===== config.mk =====
export PLATFORM = sky130hd
export DESIGN_NAME = seg7_display_scanner
export DESIGN_NICKNAME = d
export VERILOG_FILES = /design/src/rtl/seg7_pkg.sv /design/src/rtl/seg7_display_scanner_hex_to_seg7.sv /design/src/rtl/seg7_display_scanner.sv
export SDC_FILE = /design/constraint.sdc
export NUM_CORES = 1
export LEC_CHECK = 0
export ABC_CLOCK_PERIOD_IN_PS = 5600
export CAP_MARGIN = 20
export CORE_UTILIZATION = 50
export CTS_CLUSTER_SIZE = 12
export DETAILED_ROUTE_END_ITERATION = 16
export HOLD_SLACK_MARGIN = 0.12
export PLACE_DENSITY = 0.74
export SLEW_MARGIN = 20
export SYNTH_ARGS = -nofsm -noshare
export SYNTH_HDL_FRONTEND = slang
export SYNTH_SLANG_ARGS = --single-unit

===== constraint.sdc =====
create_clock -name clock -period 5.6 [get_ports clock]
set_input_delay 1.12 -clock clock [delete_from_list [all_inputs] [get_ports clock]]
set_output_delay 1.12 -clock clock [all_outputs]
set_load 0.05 [all_outputs]

===== src/rtl/seg7_pkg.sv =====
// Shared constants for the seven-segment scanner: active-low glyph table and
// the all-dark anode/segment patterns.
package seg7_pkg;

    localparam logic [6:0] SEG_BLANK = 7'b1111111;
    localparam logic [3:0] AN_OFF    = 4'b1111;

    // Active-low {g,f,e,d,c,b,a}, indexed by hex nibble
    localparam logic [6:0] SEG_TABLE [16] = '{
        7'b1000000, 7'b1111001, 7'b0100100, 7'b0110000,
        7'b0011001, 7'b0010010, 7'b0000010, 7'b1111000,
        7'b0000000, 7'b0010000, 7'b0001000, 7'b0000011,
        7'b1000110, 7'b0100001, 7'b0000110, 7'b0001110
    };

    // Index of the most significant nonzero nibble; 0 when the word is zero
    function automatic logic [1:0] msd_index(input logic [15:0] word);
        logic [1:0] idx;
        if (word[15:12] != 4'h0) begin
            idx = 2'd3;
        end else if (word[11:8] != 4'h0) begin
            idx = 2'd2;
        end else if (word[7:4] != 4'h0) begin
            idx = 2'd1;
        end else begin
            idx = 2'd0;
        end
        return idx;
    endfunction

endpackage


===== src/rtl/seg7_display_scanner_hex_to_seg7.sv =====
// Combinational hex nibble to active-low seven-segment decoder.
import seg7_pkg::*;

module hex_to_seg7 (
    input  logic [3:0] nibble,
    output logic [6:0] segments
);

    assign segments = SEG_TABLE[nibble];

endmodule


===== src/rtl/seg7_display_scanner.sv =====
// Four-digit multiplexed common-anode hex display scanner with per-frame input
// snapshot. Optional leading-zero blanking: define SEG7_BLANK_LEADING_ZEROS_EN.
import seg7_pkg::*;

module seg7_display_scanner #(
    parameter int REFRESH_DIV = 50000
) (
    input  logic        clock,
    input  logic        reset,
    input  logic [15:0] value,
    output logic [3:0]  anodes,
    output logic [6:0]  segments,
    output logic        frame_done
);

    localparam int              CNT_W    = $clog2(REFRESH_DIV);
    localparam logic [CNT_W-1:0] DIV_LAST = CNT_W'(REFRESH_DIV - 1);

    logic [CNT_W-1:0] div_cnt_r;
    logic [1:0]       digit_r;
    logic [15:0]      shadow_r;
    logic [3:0]       anodes_r;
    logic [6:0]       segments_r;
    logic             frame_done_r;

    logic             last_s;
    logic             wrap_s;
    logic             blank_s;
    logic [3:0]       nibble_s;
    logic [6:0]       dec_seg_s;
    logic [3:0]       an_next_s;
    logic [6:0]       seg_next_s;

    assign last_s   = (div_cnt_r == DIV_LAST);
    assign wrap_s   = last_s && (digit_r == 2'd3);
    assign nibble_s = shadow_r[4*digit_r +: 4];

    hex_to_seg7 u_dec (
        .nibble   (nibble_s),
        .segments (dec_seg_s)
    );

    // Decide whether the current digit is suppressed as a leading zero
    always_comb begin
        blank_s = 1'b0;
`ifdef SEG7_BLANK_LEADING_ZEROS_EN
        if (digit_r > msd_index(shadow_r)) begin
            blank_s = 1'b1;
        end else begin
            blank_s = 1'b0;
        end
`endif
    end

    // Next anode/segment pattern for the digit currently selected
    always_comb begin
        an_next_s  = AN_OFF;
        seg_next_s = SEG_BLANK;
        if (blank_s) begin
            an_next_s  = AN_OFF;
            seg_next_s = SEG_BLANK;
        end else begin
            an_next_s  = ~(4'b0001 << digit_r);
            seg_next_s = dec_seg_s;
        end
    end

    // Refresh divider, digit select, frame snapshot and registered outputs
    always_ff @(posedge clock or posedge reset) begin
        if (reset) begin
            div_cnt_r    <= '0;
            digit_r      <= 2'd0;
            shadow_r     <= 16'h0000;
            anodes_r     <= AN_OFF;
            segments_r   <= SEG_BLANK;
            frame_done_r <= 1'b0;
        end else begin
            if (last_s) begin
                div_cnt_r <= '0;
                digit_r   <= digit_r + 2'd1;
            end else begin
                div_cnt_r <= div_cnt_r + CNT_W'(1);
                digit_r   <= digit_r;
            end
            // The snapshot only moves at frame wrap so a frame is never torn
            if (wrap_s) begin
                shadow_r <= value;
            end else begin
                shadow_r <= shadow_r;
            end
            frame_done_r <= wrap_s;
            anodes_r     <= an_next_s;
            segments_r   <= seg_next_s;
        end
    end

    assign anodes     = anodes_r;
    assign segments   = segments_r;
    assign frame_done = frame_done_r;

endmodule


==> results of run 1 <==
==> state kept, by name, summed over array words and instances (netlist names) <==
| name | count |
|---|---|
| frame_done | 1 |
| segments | 7 |
| shadow_r | 16 |
| digit_r | 2 |
| div_cnt_r | 16 |
| anodes | 4 |
==> cell usage in the layout, fill, tap and decap left out, types with 2 or more instances in the layout <==
cell,Yosys,routed
mux2_4,10,10
inv_1,11,11
nor3_1,2,2
clkbuf_8,0,6
o31ai_1,2,2
nand2b_1,2,2
ha_1,11,11
a21oi_1,2,2
xnor2_1,8,8
mux4_2,4,4
o21a_1,3,3
nand4_1,2,2
nand3_1,8,8
dfrtp_1,35,35
mux2_2,8,8
clkdlybuf4s50_1,0,29
o21ai_0,4,4
xor2_1,5,5
nor2b_1,3,3
nor2_1,12,12
or4_1,2,2
nand2_1,10,10
dfstp_2,11,11
==> cell type report <==
type,instances,area [um2],area share
Sequential cell,46,1160,0.443
Clock buffer,7,86.3,0.0328
Clock inverter,1,5.00,0.00190
Inverter,11,41.3,0.0157
Tap cell,50,62.6,0.0238
Timing Repair Buffer,30,298,0.113
Multi-Input combinational cell,111,972,0.370
==> Yosys cell counts <==
master	number	area [um2]
a22oi_1	1	7.51
nor2b_1	3	18.8
or4bb_1	1	11.3
mux2_2	8	90.1
ha_1	11	138
nor3_1	2	10.0
mux2i_1	1	10.0
o21a_1	3	22.5
nand3_1	8	40.0
o21ai_0	4	20.0
and4_1	1	8.76
o2bb2ai_1	1	8.76
dfstp_2	11	289
and2_1	1	6.26
nand2_4	1	11.3
buf_6	1	11.3
nor4_4	1	21.3
mux2_4	10	150
xor2_1	5	43.8
xnor2_1	8	70.1
nor4_1	1	6.26
nand2_1	10	37.5
clkbuf_1	2	7.51
nand2b_1	2	12.5
or4_1	2	15.0
a21oi_1	2	10.0
dfrtp_1	35	876
mux4_2	4	90.1
a22o_1	1	8.76
nand4bb_1	1	11.3
inv_1	11	41.3
or4b_4	1	13.8
or2_2	1	6.26
buf_2	1	5.00
nor2_1	12	45.0
o31ai_1	2	15.0
nand4_1	2	12.5
==> metrics by stage <==
stage	area (um2)	setup slack (ns)	power, W	cells
finish	2630	2.85	0.000625	256
global route	2630	2.81	0.000655	256
CTS	2630	2.84	0.000629	256
detailed placement	2540	3.13	0.000424	248
global placement	2540	3.19	0.000421	248
floorplan	2200	3.41	0.000397	172
==> layer usage <==
layer / vias up / routed length, um / GRT usage
met4: 0 / 82 / 0.104
met2: 44 / 1960 / 0.293
li1: 651 / - / -
met1: 676 / 1700 / 0.256
met5: - / 0 / 0
met3: 8 / 131 / 0.0450
==> path summary, 6_finish.rpt <==
check                             start             to  slack (ns)  cells past startpoint
setup reg to reg           div_cnt_r[7]    shadow_r[3]        3.13                      4
setup / recovery              anodes[3]      anodes[3]        2.85                      1
hold / removal             div_cnt_r[5]   div_cnt_r[5]        0.49                      1
max in group asynchronous         reset   shadow_r[12]        3.96                      3
min in group asynchronous         reset  div_cnt_r[13]        1.26                      3
hold reg to reg            div_cnt_r[5]   div_cnt_r[5]        0.49                      1
==> power by group <==
part	internal, W	switching, W
combinational	0.0000323	0.0000365
sequential	0.000345	0.00000393
clock	0.0000996	0.000107
==> logic make-up after synthesis <==
family          Yosys count  share of synthesized area
mux                      23                      0.155
simple gates             50                      0.131
flops                    46                      0.529
buf+inv                  15                     0.0295
compound gates           14                     0.0420
xor+xnor                 13                     0.0517
fa+ha+maj                11                     0.0625
==> reports/results.tsv, run 1 <==
stage	metric	value	unit
place	io_buffers	29	
timing	hold_ws	0.494	ns
critical_path	critPathBufInv	1	
critical_path	critPathTopFamily	buffers and inverters	
critical_path	crit_fanout	1	
place	place.detailed.hpwl	2.74	mm
global_route	grtUsageTotal	0.194	
cts	cts_buffers	5	
pwr	power_leakage	1.19	nW
timing	fin_crit_sh	0.491	
cells_and_area	num_antenna_cells	0	
timing	slew_violations	0	
cells_and_area	syn_to_final_growth	19.4	%
global_route	grt_pass1_wl	6.35	mm
die	core.rowCount	23	
timing	timing.fmax	0.364	GHz
die	core_area	4120	um2
pwr	irDropWorstVdd	0.000170	V
critical_path	cp.arrival	1.63	ns
die	ioPinCount	30	
die	initial_core_util	0.535	
drt	drcViolationCount	0	
global_route	grt_pass1_vias	1330	
cells_and_area	nFillCells	302	
timing	skew	0.00478	ns
drt	vias	1379	
cts	postCtsHoldBufs	0	
timing	tightest_slew	0.738	ns
status	outcome	complete, no violations	
cts	cts_tree	done	
drt	first_pass_iters	4	
cts	clk_pin_slew_worst_paths	0.08	ns
logic_synthesis	synth_cell_types	37	
drt	vias_per_cell	5.39	
cts	cts_resized	0	
drt	wl_per_cell	15.2	um
logic_synthesis	yosys_warnings	0	
critical_path	worstSetupPathType	flip-flop to primary output	
timing	setup_tns	0	ns
die	die_x	68.4	um
critical_path	critPathMaxStageDelay	0.81	ns
pwr	powerDensity	237	nW/um2
cts	cts_setup_buffers	0	
critical_path	crit_slowest_cell	clkdlybuf4s50_1	
critical_path	crit_required	4.48	ns
logic_synthesis	synthesis.area	2200	um2
cells_and_area	utilization	0.639	
hold_path	hp-class	flip-flop to flip-flop	
logic_synthesis	avgSynthCellArea	12.8	um2
drt	drt_iter0_markers	100	
timing	hold_violations	0	
drt	antenna_left	0	
global_route	antenna_found_initial	0	
die	fp.dieH	68.4	um
cells_and_area	nets	234	
critical_path	worstPathCellList	clkdlybuf4s50_1	
drt	drt-total-wl	3.88	mm
timing	rsz0062_at_grt	false	
timing	final.min_clock_period	2.75	ns
timing	timing.slew.headroom	0.504	
cts	cts.htree.levels	2	
logic_synthesis	yosysSeqAreaShare	0.529	
logic_synthesis	synth_fp_nets	201	
die	dieArea	4670	um2
timing	finalSetupViolations	0	
global_route	overflow	0	
place	gp_congestion	0.788	
cts	clk_path_buf_depth	2	
critical_path	startpoint_type	flip-flop	
logic_synthesis	synthCells	172	
job	drv_cap	0	
cells_and_area	drive_gt1_frac	0.218	
cts	clock_insertion_delay_worst_skew	0.30	ns
logic_synthesis	ys_ff_latch	46	
global_route	grt_max_degree	47	
critical_path	cp-end-kind	primary output	
cts	cts_num_sinks	46	
cts	cts_root_buf	clkbuf_8	
(Power assumes the default switching activity.)
==> run 2, diff against run 1 <==
Settings changed: ABC_CLOCK_PERIOD_IN_PS 5600 to 2400, CORE_UTILIZATION 50 to 49, PLACE_DENSITY 0.74 to 0.75.
Clock period 5.6 ns to 2.4 ns, I/O delays scaled along.
==> reports/results.tsv, run 2 (synthesis gave the netlist of run 1 again) <==
stage	metric	value	unit
status	outcome	complete, no violations	
cells_and_area	syn_to_final_growth	20.5	%
cells_and_area	layout_common_cells	dfrtp_1, clkdlybuf4s50_1, nor2_1	
cells_and_area	fin_cells	259	
cts	cts_resized	0	
drt	drcViolationCount	0	
timing	timing.slew.headroom	0.624	
cts	postCtsHoldBufs	0	
cells_and_area	drive_gt1_frac	0.227	
cts	clock_insertion_delay_worst_skew	0.31	ns
cts	cts_num_sinks	46	
job	drv_cap	0	
hold_path	hp-class	flip-flop to flip-flop	
hold_path	min_from	div_cnt_r[5]	
critical_path	r2r_cells	5	
critical_path	critPathTopFamily	buffers and inverters	
drt	first_pass_iters	4	
die	dieArea	4770	um2
timing	timing.fmax	0.476	GHz
global_route	grtUsageTotal	0.186	
drt	drt_iter0_markers	36	
global_route	antenna_found_initial	0	
die	core.rowCount	24	
cts	clk_path_buf_depth	2	
place	dp.cells	251	
cells_and_area	layout_commonest_cell	dfrtp_1	
die	core_area	4320	um2
die	die_x	69.0	um
place	placed_area	2550	um2
timing	tightest_slew	0.564	ns
critical_path	cp-end-kind	primary output	
critical_path	cp.arrival	1.62	ns
critical_path	crit_fanout	1	
critical_path	worstSetupPathType	flip-flop to primary output	
pwr	irDropWorstVdd	0.000359	V
cts	cts_setup_buffers	0	
critical_path	r2r_end	segments[0]	
critical_path	worst-r2r-setup-slack	0.37	ns
critical_path	crit_slowest_cell	clkdlybuf4s50_1	
die	ioPinCount	30	
timing	finalSetupViolations	0	
cells_and_area	finalInstanceArea	2650	um2
timing	final.min_clock_period	2.10	ns
critical_path	startpoint_type	flip-flop	
cells_and_area	num_antenna_cells	0	
drt	drt-total-wl	4.00	mm
cts	cts_buffers	5	
place	place.detailed.hpwl	2.97	mm
timing	hold_violations	0	
hold_path	min_path_cells	1	
cts	cts_tree	done	
critical_path	critPathBufInv	1	
timing	skew	0.0133	ns
timing	setup_tns	0	ns
cts	clk_pin_slew_worst_paths	0.09	ns
critical_path	crit_required	1.92	ns
drt	antenna_left	0	
cts	cts.htree.levels	2	
cts	cts_root_buf	clkbuf_8	
die	fp.dieH	69.0	um
timing	rsz0062_at_grt	false	
drt	vias	1393	
timing	slew_violations	0	
drt	wl_per_cell	15.4	um
critical_path	worstPathCellList	clkdlybuf4s50_1	
timing	fin_crit_sh	0.876	
place	io_buffers	29	
pwr	power_leakage	1.20	nW
place	gp_congestion	0.731	
hold_path	min_to	div_cnt_r[5]	
cells_and_area	utilization	0.614	
critical_path	r2r_start	digit_r[0]	
cells_and_area	nets	235	
global_route	grt_max_degree	47	
critical_path	critPathMaxStageDelay	0.79	ns
global_route	grt_pass1_wl	6.80	mm
drt	vias_per_cell	5.38	
global_route	grt_pass1_vias	1438	
pwr	powerDensity	565	nW/um2
die	initial_core_util	0.509	
global_route	overflow	0	
==> run 2: how the worst max path moves through the flow <==
stage / startpoint / to / slack, ns / cells past startpoint
6_report: segments[4] / segments[4] / 0.30 / 1
5_1_grt: div_cnt_r[0] / div_cnt_r[14] / 0.21 / 5
4_1_cts: anodes[3] / anodes[3] / 0.28 / 1
3_5_place_dp: div_cnt_r[0] / shadow_r[2] / 0.38 / 5
3_3_place_gp: div_cnt_r[7] / shadow_r[3] / 0.46 / 4
2_1_floorplan: div_cnt_r[7] / shadow_r[0] / 0.42 / 5
==> run 2: report_power, final <==
group          switching [W]  leakage (nW)  internal, W  total, W
Sequential         0.0000106         0.553     0.000805  0.000816
Clock               0.000260        0.0544     0.000264  0.000523
Combinational      0.0000851         0.590    0.0000754  0.000161
Total               0.000355          1.20      0.00114   0.00150
==> run 2: metrics by stage <==
step	total power (W)	setup slack, ns	hold WS, ns
floorplan	0.000927	0.425	0.447
global placement	0.000985	0.460	0.462
detailed placement	0.000992	0.375	0.483
CTS	0.00152	0.281	0.498
global route	0.00156	0.212	0.511
finish	0.00150	0.298	0.499
==> run 2: final cells by class <==
| type | count | area (um2) |
|---|---|---|
| Clock buffer | 7 | 96.3 |
| Clock inverter | 1 | 8.76 |
| Fill cell | 349 | 1670 |
| Inverter | 11 | 41.3 |
| Multi-Input combinational cell | 111 | 972 |
| Sequential cell | 46 | 1160 |
| Tap cell | 52 | 65.1 |
| Timing Repair Buffer | 31 | 305 |
==> run 2: metal layers <==
layer | GRT usage | vias up | routed length, um
met1 | 0.213 | 697 | 1650
li1 | - | 658 | -
met3 | 0.0424 | 9 | 121
met4 | 0.0975 | 0 | 93
met5 | 0 | - | 0
met2 | 0.323 | 29 | 2140
==> run 3, diff against run 2 <==
Settings changed: ABC_AREA set to 1, CORE_UTILIZATION 49 to 50, PLACE_DENSITY 0.75 to 0.76.
==> reports/results.tsv, run 3 <==
stage	metric	value	unit
logic_synthesis	synth_cell_types	24	
drt	drcViolationCount	0	
pwr	power_leakage	1.40	nW
pwr	power.total	0.00140	W
critical_path	r2r_cells	10	
critical_path	startpoint_type	flip-flop	
critical_path	cp.arrival	1.63	ns
timing	skew	0.0124	ns
die	dieArea	5150	um2
timing	final.min_clock_period	2.11	ns
job	drv_cap	0	
logic_synthesis	synth_area_leaders	dfrtp_1, nand2_1, dfstp_2, ha_1, nand3_1	
cts	cts.htree.levels	2	
drt	drt-total-wl	4.53	mm
timing	hold_violations	0	
critical_path	worstSetupPathType	flip-flop to primary output	
logic_synthesis	ys_ff_latch	46	
cts	cts_num_sinks	46	
critical_path	worstPathCellList	clkdlybuf4s50_1	
cells_and_area	nets	354	
critical_path	crit_fanout	1	
logic_synthesis	yosysTopAreaCellShare	0.360	
global_route	overflow	0	
timing	timing.fmax	0.475	GHz
logic_synthesis	avgSynthCellArea	8.31	um2
logic_synthesis	yosysSeqAreaShare	0.479	
global_route	grtUsageTotal	0.202	
cells_and_area	multi_input_area	1120	um2
status	outcome	complete, no violations	
cells_and_area	layout_commonest_cell	nand2_1	
timing	finalSetupViolations	0	
critical_path	crit_slowest_cell	clkdlybuf4s50_1	
place	gp_congestion	0.871	
critical_path	critPathBufInv	1	
die	initial_core_util	0.519	
cts	cts_root_buf	clkbuf_8	
cells_and_area	fin_cells	380	
die	die_x	71.8	um
die	fp.dieH	71.8	um
hold_path	min_from	shadow_r[11]	
global_route	antenna_found_initial	0	
timing	rsz0062_at_grt	false	
logic_synthesis	synth_commonest_cells	nand2_1, dfrtp_1, nor2_1	
die	ioPinCount	30	
cells_and_area	num_antenna_cells	0	
pwr	irDropWorstVdd	0.000326	V
logic_synthesis	synth.most_common_cell	nand2_1	
logic_synthesis	synth_ff_type	dfrtp_1	
critical_path	r2r_end	segments[5]	
cells_and_area	drive_gt1_frac	0.126	
logic_synthesis	synthesis.area	2430	um2
place	place.detailed.hpwl	3.24	mm
critical_path	critPathMaxStageDelay	0.79	ns
cts	cts_setup_buffers	0	
cts	cts_tree	done	
logic_synthesis	synth_fp_nets	322	
cells_and_area	final-seq-area	1160	um2
cells_and_area	finalInstanceArea	2890	um2
cells_and_area	layout_common_cells	nand2_1, dfrtp_1, clkdlybuf4s50_1	
drt	vias	1919	
drt	wl_per_cell	11.9	um
cells_and_area	nFillCells	391	
drt	drt_iter0_markers	191	
cells_and_area	syn_to_final_growth	18.6	%
critical_path	worst-r2r-setup-slack	0.61	ns
global_route	grt_pass1_vias	1806	
logic_synthesis	synth_edf_count	0	
cts	cts_buffers	5	
global_route	grt_pass1_wl	8.19	mm
place	io_buffers	29	
cts	clock_insertion_delay_worst_skew	0.30	ns
die	core_area	4690	um2
critical_path	critPathTopFamily	buffers and inverters	
cts	clk_pin_slew_worst_paths	0.09	ns
die	core.rowCount	25	
hold_path	min_path_cells	2	
pwr	powerDensity	483	nW/um2
timing	setup_tns	0	ns
logic_synthesis	async_reset_ff_frac	1.00	
logic_synthesis	synthCells	293	
critical_path	cp-end-kind	primary output	
place	placed_area	2780	um2
drt	vias_per_cell	5.05	
timing	fin_crit_sh	0.877	
global_route	grt_max_degree	47	
logic_synthesis	yosys_warnings	0	
hold_path	hp-class	flip-flop to flip-flop	
cts	postCtsHoldBufs	0	
timing	slew_violations	0	
logic_synthesis	yosys.area.top_type	dfrtp_1	
place	dp.cells	372	
cts	cts_resized	0	
drt	first_pass_iters	4	
place	pre_cts_slack	0.629	ns
hold_path	min_to	shadow_r[11]	
cts	clk_path_buf_depth	2	
timing	tightest_slew	0.502	ns
drt	antenna_left	0	
critical_path	crit_required	1.92	ns
timing	timing.slew.headroom	0.663	
timing	worst_slack	0.295	ns
critical_path	r2r_start	digit_r[0]	
==> run 3: cell count changes in the layout (fill, tap and decap cells not counted), moves of 4 or more <==
| cell | before | now |
|---|---|---|
| inv_2 | 0 | 9 |
| nand3_1 | 8 | 25 |
| nand4_1 | 2 | 18 |
| xor2_1 | 5 | 12 |
| inv_1 | 11 | 19 |
| nand2_1 | 10 | 104 |
| nor2_1 | 12 | 27 |
| mux2_2 | 8 | 0 |
| mux4_2 | 4 | 0 |
| xnor2_1 | 8 | 0 |
| mux2_4 | 10 | 0 |
| o21ai_0 | 4 | 0 |
==> run 3: cells by family (layout without fill, tap and decap cells) <==
group           count (synthesis)  count (layout)  synth area share
simple gates                  186             186             0.351
buf+inv                        35              68            0.0622
flops                          46              46             0.479
xor+xnor                       12              12            0.0432
fa+ha+maj                      11              11            0.0566
compound gates                  3               3           0.00823
==> run 3: how the worst max path moves through the flow <==
stage / startpoint / end / slack (ns) / depth (start not counted)
2_1_floorplan: reset / digit_r[0] / 0.85 / 1
3_3_place_gp: anodes[3] / anodes[3] / 0.63 / 1
3_5_place_dp: segments[6] / segments[6] / 0.63 / 1
4_1_cts: anodes[3] / anodes[3] / 0.28 / 1
5_1_grt: anodes[0] / anodes[0] / 0.26 / 1
6_report: anodes[3] / anodes[3] / 0.29 / 1
==> run 3: cell type report <==
class / instances / area share
Timing Repair Buffer: 31 / 0.110
Sequential cell: 46 / 0.404
Tap cell: 54 / 0.0234
Clock buffer: 6 / 0.0251
Multi-Input combinational cell: 212 / 0.387
Inverter: 29 / 0.0377
Clock inverter: 2 / 0.0130
==> run 3: metal layers <==
layer	track usage	up-vias	routed length, um
li1	-	992	-
met1	0.286	877	2220
met2	0.312	43	2090
met3	0.0394	7	155
met4	0.0654	0	67
met5	0	-	0
==> run 3: per-stage QoR <==
step | util | hold slack, ns
4_1_cts | 0.615 | 0.482
2_1_floorplan | - | 0.442
5_1_grt | 0.615 | 0.517
3_5_place_dp | 0.592 | 0.459
3_3_place_gp | 0.592 | 0.459
6_report | 0.615 | 0.476
==> run 3: power by group <==
part           leakage [nW]  internal (W)  switching [W]
clock network        0.0514      0.000311       0.000264
registers             0.506      0.000775              0
logic                 0.848     0.0000274      0.0000183
total                  1.40       0.00111       0.000282
